$ cat config.mk
export PLATFORM = sky130hd
export DESIGN_NAME = embed_lookup_int8_flat
export DESIGN_NICKNAME = d
export VERILOG_FILES = /design/src/rtl/embed_lookup_int8_if.sv /design/src/rtl/embed_lookup_int8.sv /design/src/flat_wrapper.sv
export SDC_FILE = /design/constraint.sdc
export NUM_CORES = 2
export LEC_CHECK = 0
export CAP_MARGIN = 10
export CORE_AREA = 4 4 416 418
export CTS_BUF_LIST = sky130_fd_sc_hd__clkbuf_4 sky130_fd_sc_hd__clkbuf_8 sky130_fd_sc_hd__clkbuf_16
export DETAILED_ROUTE_END_ITERATION = 8
export DIE_AREA = 0 0 420 422
export PLACE_DENSITY = 0.55
export SYNTH_ARGS = -nofsm -noshare
export SYNTH_HDL_FRONTEND = slang
export SYNTH_SLANG_ARGS = --single-unit
$ cat constraint.sdc
create_clock -name clk_i -period 7.9 [get_ports clk_i]
set_input_delay 1.975 -clock clk_i [delete_from_list [all_inputs] [get_ports clk_i]]
set_output_delay 1.975 -clock clk_i [all_outputs]
set_load 0.005 [all_outputs]
$ cat src/rtl/embed_lookup_int8_if.sv
// Request/result bundle for embed_lookup_int8.
//   start    : single-cycle lookup request
//   token_id : token row index, sampled with start
//   pos      : position row index, sampled with start
//   out_vec  : packed int8 result, element j at [j*8 +: 8]
//   done     : one-cycle pulse when the full vector is written
//   err      : sticky out-of-range flag, cleared by the next start
// master drives the request; slave is the lookup block.
interface embed_lookup_int8_if #(
  parameter int unsigned DIM     = 128,
  parameter int unsigned VOCAB   = 256,
  parameter int unsigned MAX_POS = 64
) ();
  localparam int unsigned TokW = $clog2(VOCAB);
  localparam int unsigned PosW = $clog2(MAX_POS);

  logic               start;
  logic [TokW-1:0]    token_id;
  logic [PosW-1:0]    pos;
  logic [DIM*8-1:0]   out_vec;
  logic               done;
  logic               err;

  modport master (
    output start, token_id, pos,
    input  out_vec, done, err
  );

  modport slave (
    input  start, token_id, pos,
    output out_vec, done, err
  );
endinterface

$ cat src/rtl/embed_lookup_int8.sv
// Token + position embedding lookup with int8 saturating add.
// Reads one DIM-wide row from each external 1-cycle-latency ROM, adds
// element pairs with saturation and packs them into bus.out_vec.
// Ports:
//   clk_i, rst_ni          : clock, asynchronous active-low reset
//   bus (slave)            : start/token_id/pos request, out_vec/done/err result
//   tok_addr_o, tok_data_i : token ROM address (registered) and read data
//   pos_addr_o, pos_data_i : position ROM address (registered) and read data
module embed_lookup_int8 #(
  parameter int unsigned DIM     = 128,
  parameter int unsigned VOCAB   = 256,
  parameter int unsigned MAX_POS = 64
) (
  input  logic                              clk_i,
  input  logic                              rst_ni,
  embed_lookup_int8_if.slave                bus,
  output logic [$clog2(VOCAB*DIM)-1:0]      tok_addr_o,
  input  logic signed [7:0]                 tok_data_i,
  output logic [$clog2(MAX_POS*DIM)-1:0]    pos_addr_o,
  input  logic signed [7:0]                 pos_data_i
);
  localparam int unsigned TokW  = $clog2(VOCAB);
  localparam int unsigned PosW  = $clog2(MAX_POS);
  localparam int unsigned TokAw = $clog2(VOCAB*DIM);
  localparam int unsigned PosAw = $clog2(MAX_POS*DIM);
  localparam int unsigned ColW  = (DIM > 1) ? $clog2(DIM) : 1;

  typedef enum logic [1:0] {StIdle, StPrefetch, StRun} state_e;

  state_e           state_q;
  logic [ColW-1:0]  col_q;
  logic [TokAw-1:0] tok_addr_q;
  logic [PosAw-1:0] pos_addr_q;
  logic [DIM*8-1:0] out_vec_q;
  logic             done_q;
  logic             err_q;

  // Range check and base addresses for a new request.
  logic             tok_bad, pos_bad;
  logic [TokW-1:0]  tok_sel;
  logic [PosW-1:0]  pos_sel;
  logic [TokAw-1:0] tok_base;
  logic [PosAw-1:0] pos_base;

  always_comb begin
    tok_bad  = 32'(bus.token_id) >= VOCAB;
    pos_bad  = 32'(bus.pos) >= MAX_POS;
    tok_sel  = tok_bad ? '0 : bus.token_id;
    pos_sel  = pos_bad ? '0 : bus.pos;
    tok_base = TokAw'(32'(tok_sel) * DIM);
    pos_base = PosAw'(32'(pos_sel) * DIM);
  end

  // 9-bit sum cannot overflow; the top two bits disagree exactly when
  // the result leaves the int8 range.
  logic signed [8:0] sum;
  logic        [7:0] sat;

  always_comb begin
    sum = {tok_data_i[7], tok_data_i} + {pos_data_i[7], pos_data_i};
    unique case (sum[8:7])
      2'b01:   sat = 8'h7f;
      2'b10:   sat = 8'h80;
      default: sat = sum[7:0];
    endcase
  end

  always_ff @(posedge clk_i or negedge rst_ni) begin
    if (!rst_ni) begin
      state_q    <= StIdle;
      col_q      <= '0;
      tok_addr_q <= '0;
      pos_addr_q <= '0;
      out_vec_q  <= '0;
      done_q     <= 1'b0;
      err_q      <= 1'b0;
    end else if (bus.start) begin
      // A start wins in every state, including the last RUN cycle.
      state_q    <= StPrefetch;
      col_q      <= '0;
      tok_addr_q <= tok_base;
      pos_addr_q <= pos_base;
      done_q     <= 1'b0;
      err_q      <= tok_bad | pos_bad;
    end else begin
      unique case (state_q)
        StIdle: begin
          done_q <= 1'b0;
        end
        StPrefetch: begin
          tok_addr_q <= tok_addr_q + 1'b1;
          pos_addr_q <= pos_addr_q + 1'b1;
          state_q    <= StRun;
        end
        StRun: begin
          out_vec_q[{col_q, 3'b000} +: 8] <= sat;
          if (col_q == ColW'(DIM - 1)) begin
            // Addresses park at base+DIM: a harmless one-word over-read.
            col_q   <= '0;
            done_q  <= 1'b1;
            state_q <= StIdle;
          end else begin
            col_q      <= col_q + 1'b1;
            tok_addr_q <= tok_addr_q + 1'b1;
            pos_addr_q <= pos_addr_q + 1'b1;
          end
        end
        default: begin
          state_q <= StIdle;
        end
      endcase
    end
  end

  assign tok_addr_o  = tok_addr_q;
  assign pos_addr_o  = pos_addr_q;
  assign bus.out_vec = out_vec_q;
  assign bus.done    = done_q;
  assign bus.err     = err_q;

endmodule
$ cat src/flat_wrapper.sv
// flat-port wrapper written by rule: the top's interface ports become plain ports
module embed_lookup_int8_flat 
#(
  parameter int unsigned DIM     = 128,
  parameter int unsigned VOCAB   = 256,
  parameter int unsigned MAX_POS = 64
)
  (clk_i, rst_ni, tok_addr_o, tok_data_i, pos_addr_o, pos_data_i, bus_start, bus_token_id, bus_pos, bus_out_vec, bus_done, bus_err);
  embed_lookup_int8_if #(.DIM(DIM), .VOCAB(VOCAB), .MAX_POS(MAX_POS)) bus_i ();
  input  logic clk_i;
  input  logic rst_ni;
  output logic [$clog2(VOCAB*DIM)-1:0] tok_addr_o;
  input  logic signed [7:0] tok_data_i;
  output logic [$clog2(MAX_POS*DIM)-1:0] pos_addr_o;
  input  logic signed [7:0] pos_data_i;
  input wire logic [$bits(bus_i.start)-1:0] bus_start;
  input wire logic [$bits(bus_i.token_id)-1:0] bus_token_id;
  input wire logic [$bits(bus_i.pos)-1:0] bus_pos;
  output wire logic [$bits(bus_i.out_vec)-1:0] bus_out_vec;
  output wire logic [$bits(bus_i.done)-1:0] bus_done;
  output wire logic [$bits(bus_i.err)-1:0] bus_err;
  assign bus_i.start = bus_start;
  assign bus_i.token_id = bus_token_id;
  assign bus_i.pos = bus_pos;
  assign bus_out_vec = bus_i.out_vec;
  assign bus_done = bus_i.done;
  assign bus_err = bus_i.err;
  embed_lookup_int8 #(.DIM(DIM), .VOCAB(VOCAB), .MAX_POS(MAX_POS)) u_core (.clk_i(clk_i), .rst_ni(rst_ni), .bus(bus_i), .tok_addr_o(tok_addr_o), .tok_data_i(tok_data_i), .pos_addr_o(pos_addr_o), .pos_data_i(pos_data_i));
endmodule
Yosys cells after proc, flatten, opt, wreduce, memory -nomap -nowiden
Cells that the tools add are included.
{ "totals": {"inputBits": 33, "register_bits": 1062, "output_inout_bits": 1054, "elab_cells": 47} }
{ "op_classes": {"n_mux": 17, "eq_ne": 8, "add_sub_neg": 5, "n_reduce_logical": 8, "shift": 2, "n_bitwise": 1} }
{ "ops": {"columns": ["cell", "count"], "rows": [
  ["1024-bit bitwise mux", 1],
  ["8-bit by 12-bit variable shift with 1024-bit output (first input constant)", 1],
  ["8-bit by 12-bit indexed part select with 1024-bit output", 1],
  ["15-bit two-way mux", 2],
  ["15-bit case mux with 2 select lines", 1],
  ["13-bit two-way mux", 2],
  ["13-bit case mux with 2 select lines", 1],
  ["7-bit two-way mux", 3],
  ["8-bit case mux with 2 select lines", 1],
  ["15-bit by 1-bit adder with 15-bit output (second input constant)", 1],
  ["13-bit by 1-bit adder with 13-bit output (second input constant)", 1],
  ["10-bit negation with 12-bit output", 1],
  ["8-bit by 8-bit adder with 9-bit output", 1],
  ["2-bit AND reduction", 4],
  ["7-bit by 1-bit adder with 7-bit output (second input constant)", 1],
  ["7-bit equality test (second input constant)", 1],
  ["2-bit case mux with 3 select lines", 1],
  ["3-bit nonzero test", 2],
  ["2-bit by 1-bit equality test with 1-bit output (second input constant)", 2],
  ["2-bit equality test (second input constant)", 2],
  ["2-bit two-way mux", 2],
  ["3-bit by 2-bit inequality test with 1-bit output (second input constant)", 1],
  ["3-bit inequality test (second input constant)", 1],
  ["2-bit logical NOT", 1],
  ["other kinds (5)", 6]
]} }

Logic depth before layout (Yosys ltp)
{ "depth": {"word_depth": 5, "ltp_mapped": 16, "mapped_depth_nobuf": 14} }

Worst setup path after synthesis
OpenSTA, ideal clock, no wires.
{ "synth_timing": {"path_type": "input-to-reg", "from": "input tok_data_i[0]", "to": "register u_core.out_vec_q[445] (netlist: u_core.bus.out_vec[445])", "cell_stages": 15, "n_path_buf": 4, "required_ps": 7815, "setup_time_ps": 85, "arrival_ps": 5378, "path_slack_ps": 2437, "path_cell_list": "ha_1 > fa_1 > a21o_1 > a221oi_1 > nor2b_1 > o31ai_1 > ha_1 > clkbuf_1 > nor2b_1 > clkbuf_1 > or3b_2 > clkbuf_1 > clkbuf_1 > nand2_1 > o21ai_0"} }
{ "synth_via": {"elab_chain_cells": 5, "word_cells_on_any_way": 6, "cone_classes": "add/sub (1); eq/ne (2); shift (1); mux (2)"} }
{ "synth_lines": {"columns": ["element", "line", "text"], "rows": [
  ["from (decl)", "flat_wrapper.sv:13", "input logic signed [7:0] tok_data_i;"],
  ["8-bit by 8-bit adder with 9-bit output (*)", "embed_lookup_int8.sv:60", "sum = {tok_data_i[7], tok_data_i} + {pos_data_i[7], pos_data_i};"],
  ["2-bit equality test or 2-bit by 1-bit equality test with 1-bit output (tied branches)", "embed_lookup_int8.sv:61", "unique case (sum[8:7])"],
  ["8-bit case mux with 2 select lines (*)", "embed_lookup_int8.sv:61", null],
  ["8-bit by 12-bit indexed part select with 1024-bit output (*)", "embed_lookup_int8.sv:96", "out_vec_q[{col_q, 3'b000} +: 8] <= sat;"],
  ["1024-bit bitwise mux (*)", "embed_lookup_int8.sv:96", null],
  ["to (signal, indexed assignment)", "embed_lookup_int8.sv:96", null],
  ["to (decl)", "embed_lookup_int8.sv:34", "logic [DIM*8-1:0] out_vec_q;"]
]} }
Mark *: on every way between the ends. The rest lies on a longest branch, timed or not.
A chain may end at the register's enable or synchronous reset.

Final worst setup path
{ "layout_timing": {"from": "input tok_data_i[0]", "to": "register u_core.out_vec_q[210] (netlist: u_core.bus.out_vec[210])"} }
The elaborated chain is that of the path after synthesis.

==> results.txt <==
Status - finished, final reports clean
# setup viols final - 0
CTS Sinks - 1062
Slew Limit Fails - 0
Post_cts resized - 0
Fraction of layout cells with a size suffix above 1 - 10.43%
Core outline area - 0.1691 mm2
Initial DRC count - 2613
Flop and latch count out of synthesis - 1062
FILL cells - 17060
Syn Std Cell Area - 0.04147 mm2
Ports - 1087
Maximum fanout along the worst path - 12
Port Buffers - 1085
Post-Synthesis Cells - 3972
Crit path time final - 6.036 ns
Clock buffer depth - 3
Final std cells w/o fill - 7332
Reg2Reg Depth - 8
Number of cell rows - 151
PwrDens - 212.3 mW/mm2
Post-CTS Hold Buffers - 0
Hold_ws - 0.4752 ns
Largest net degree at the start of global routing - 161
Max_slew headroom - 18.94%
Busiest grt layer - met2
Storage cell area - 0.02658 mm2
Setup TNS Final - 0 ns
Postcts setup bufs - 0
Pre-antenna DRT Iters - 5
Design area - 0.05906 mm2
Sequential share of the synthesized area - 64.08%
Skew final - 0.03518 ns
Area grow syn2layout - 42.42%
Final #Nets - 5070
DR vias/cell - 4.748
Worst EP arrival - 6.67 ns
Initial core utilization - 24.53%
Syn Area/Cell - 10.44 um2
Area of the multi-input gates - 0.01404 mm2
Worst hold path type - flip-flop to flip-flop
Max IR drop VDD - 0.0001647 V
Hpwl dp - 152500 um
Tot GR Track Use - 22.41%
Initial antenna violation count - 7
Met1 GRT Util - 26.52%
Crit path kind - input pin to flip-flop
Final Cycle Share - 76.41%
Clock slew at reported path FFs - 0.06 ns
Die ar. - 0.1772 mm2
Max-cap viol count - 0
DRC - 0
GR Util met3 - 5.782%
Async S/R FF share, synth - 100.0%
Worst-skew pair later-pin latency - 0.75 ns
Die height - 422 um
Wirelength per Cell - 27.79 um
Post-synth EDFFs - 0
Area after DPL - 0.05509 mm2
Global placer's final weighted congestion - 0.8728
Cell variety after synth - 66
Placed cells - 7119
Ys flop type - dfrtp_1
Vias in the first global route - 34370
Static leakage - 24.86 nW
Worst slack at placement - 1.093 ns
Worst-Margin Slew - 1.212 ns
Required @ worst endpoint - 8.54 ns
Setup WS post-layout - 1.864 ns
CTS root buf - clkbuf_16
Net Count, Synth - 4023
H-tree depth - 3
Die width - 420 um
Hold depth - 2
Yosys warnings - 0
First-pass GRT wire length - 282300 um
Post-route ant nets - 0
RSZ-0062 raised after global routing - no
M2 GR Usage - 38.72%
Via Count - 34810
CTS tree - done
Crit end category - flip-flop
Drt total wl - 203700 um
Max Fclk - 165.7 MHz
CTS buffer count - 116
GRT overflow - 0
Startpoint Class - input pin
Final count of hold timing violations - 0
==> metal layers <==
metal | vias up | share of wire (%) | wire length [um]
li1 | 15580 | - | -
met1 | 17650 | 39 | 79370
met2 | 1309 | 50 | 101100
met3 | 272 | 7.1 | 14430
met4 | 0 | 4.4 | 8875
met5 | - | 0 | 0
==> worst max-delay path, stage by stage <==
cell and delay, ns:
clkdlybuf4s50_1 0.40, ha_1 0.23, fa_1 0.41, a21o_1 0.21, a221oi_1 0.52, nor2b_1 0.11, o31ai_1 0.37, ha_1 0.32
nor2b_2 0.60, buf_4 0.28, a21oi_4 0.06, nor2_2 0.80, nand2_1 0.16, o21ai_0 0.20
==> synth_stat cells (3+ instances only) <==
library cell | instances | share of area [%]
a211oi_1 | 4 | 0.072
a21o_1 | 17 | 0.31
a21oi_1 | 62 | 0.75
a22o_1 | 57 | 1.2
a311oi_1 | 3 | 0.063
and2_1 | 6 | 0.091
and3_1 | 12 | 0.18
and4_1 | 6 | 0.13
buf_1 | 11 | 0.10
buf_2 | 65 | 0.78
buf_4 | 5 | 0.091
buf_6 | 8 | 0.22
clkbuf_1 | 155 | 1.4
dfrtp_1 | 1062 | 64
ha_1 | 17 | 0.51
inv_1 | 16 | 0.14
mux2_2 | 136 | 3.7
mux2i_1 | 9 | 0.22
nand2_1 | 1064 | 9.6
nand2_2 | 5 | 0.075
nand2b_1 | 7 | 0.11
nand3_1 | 109 | 1.3
nand3_2 | 6 | 0.14
nand4_1 | 41 | 0.62
nor2_1 | 176 | 1.6
nor2b_1 | 6 | 0.091
nor3_1 | 21 | 0.25
nor3_2 | 6 | 0.14
nor4_1 | 4 | 0.060
nor4_4 | 5 | 0.26
o21ai_0 | 727 | 8.8
o21ai_1 | 24 | 0.29
o21ai_2 | 16 | 0.34
o31ai_1 | 22 | 0.40
or3_1 | 4 | 0.060
or4_1 | 3 | 0.054
xnor2_1 | 11 | 0.23
xor2_1 | 26 | 0.55
==> per-stage QoR <==
step / utilization, % / total power (W)
after floorplan: - / 0.006046
after global placement: 32.58 / 0.007004
after detailed placement: 32.58 / 0.007010
after CTS: 34.93 / 0.01269
after global routing: 34.93 / 0.01295
final: 34.93 / 0.01254
==> layout by cell type (no fill, tap or decap), types with 13 or more instances in the layout <==
cell type and n:
clkdlybuf4s50_1 1083, nand2_1 1062, dfrtp_1 1062, o21ai_0 727, nor2_1 163, mux2_2 136, clkbuf_16 117, nand3_1 108
buf_4 79, a22o_1 57, a21oi_1 56, nand4_1 41, clkbuf_4 29, xor2_1 25, clkbuf_8 25, o21ai_1 24
o31ai_1 21, nor3_1 21, clkinv_2 18, ha_1 17, inv_1 16, o21ai_2 16, a21o_1 13
==> final timing paths <==
path / slack (ns) / startpoint / endpoint
setup / recovery: 1.86 / tok_data_i[0] / u_core.bus.out_vec[210]$_DFFE_PN0P_
hold / removal: 0.48 / u_core.bus.out_vec[250]$_DFFE_PN0P_ / u_core.bus.out_vec[250]$_DFFE_PN0P_
setup reg to reg: 2.99 / u_core.col_q[0]$_DFFE_PN0N_ / u_core.bus.out_vec[46]$_DFFE_PN0P_
hold reg to reg: 0.48 / u_core.bus.out_vec[250]$_DFFE_PN0P_ / u_core.bus.out_vec[250]$_DFFE_PN0P_
max in group asynchronous: 4.81 / rst_ni / u_core.bus.out_vec[144]$_DFFE_PN0P_
min in group asynchronous: 1.27 / rst_ni / u_core.bus.out_vec[485]$_DFFE_PN0P_
==> cell type report <==
type	instances	share of cell area (%)
antenna	2	0.008474
clock buffer	171	5.908
clock inverter	40	0.8135
inverter	16	0.1017
multi-input combinational	2650	23.78
sequential	1062	45.00
tap	2218	4.699
timing repair buffer	1173	19.70
==> flip-flops by register name (all words and copies together) (netlist names) <==
signal / flops
u_core.pos_addr_o: 13
u_core.tok_addr_o: 15
u_core.col_q: 7
u_core.state_q: 2
u_core.bus.done: 1
u_core.bus.out_vec: 1024
==> cells by family (layout without fill, tap and decap cells) <==
logic type	after synthesis	count (layout)	synth area share [%]
xor+xnor	37	37	0.7814
mux	145	145	3.910
other cells	1	3	0.009042
fa+ha+maj	18	18	0.5612
compound gates	953	953	12.76
flops	1062	1062	64.08
simple gates	1496	1496	15.15
buf+inv	260	1400	2.740
==> power by group <==
part	total (W)	switching, W	internal [W]
combinational	0.00137	0.00109	0.000284
clock	0.00566	0.00237	0.00329
sequential	0.00551	0.0000301	0.00548
total	0.0125	0.00348	0.00905
No activity file was read; power rests on OpenSTA's default activity.
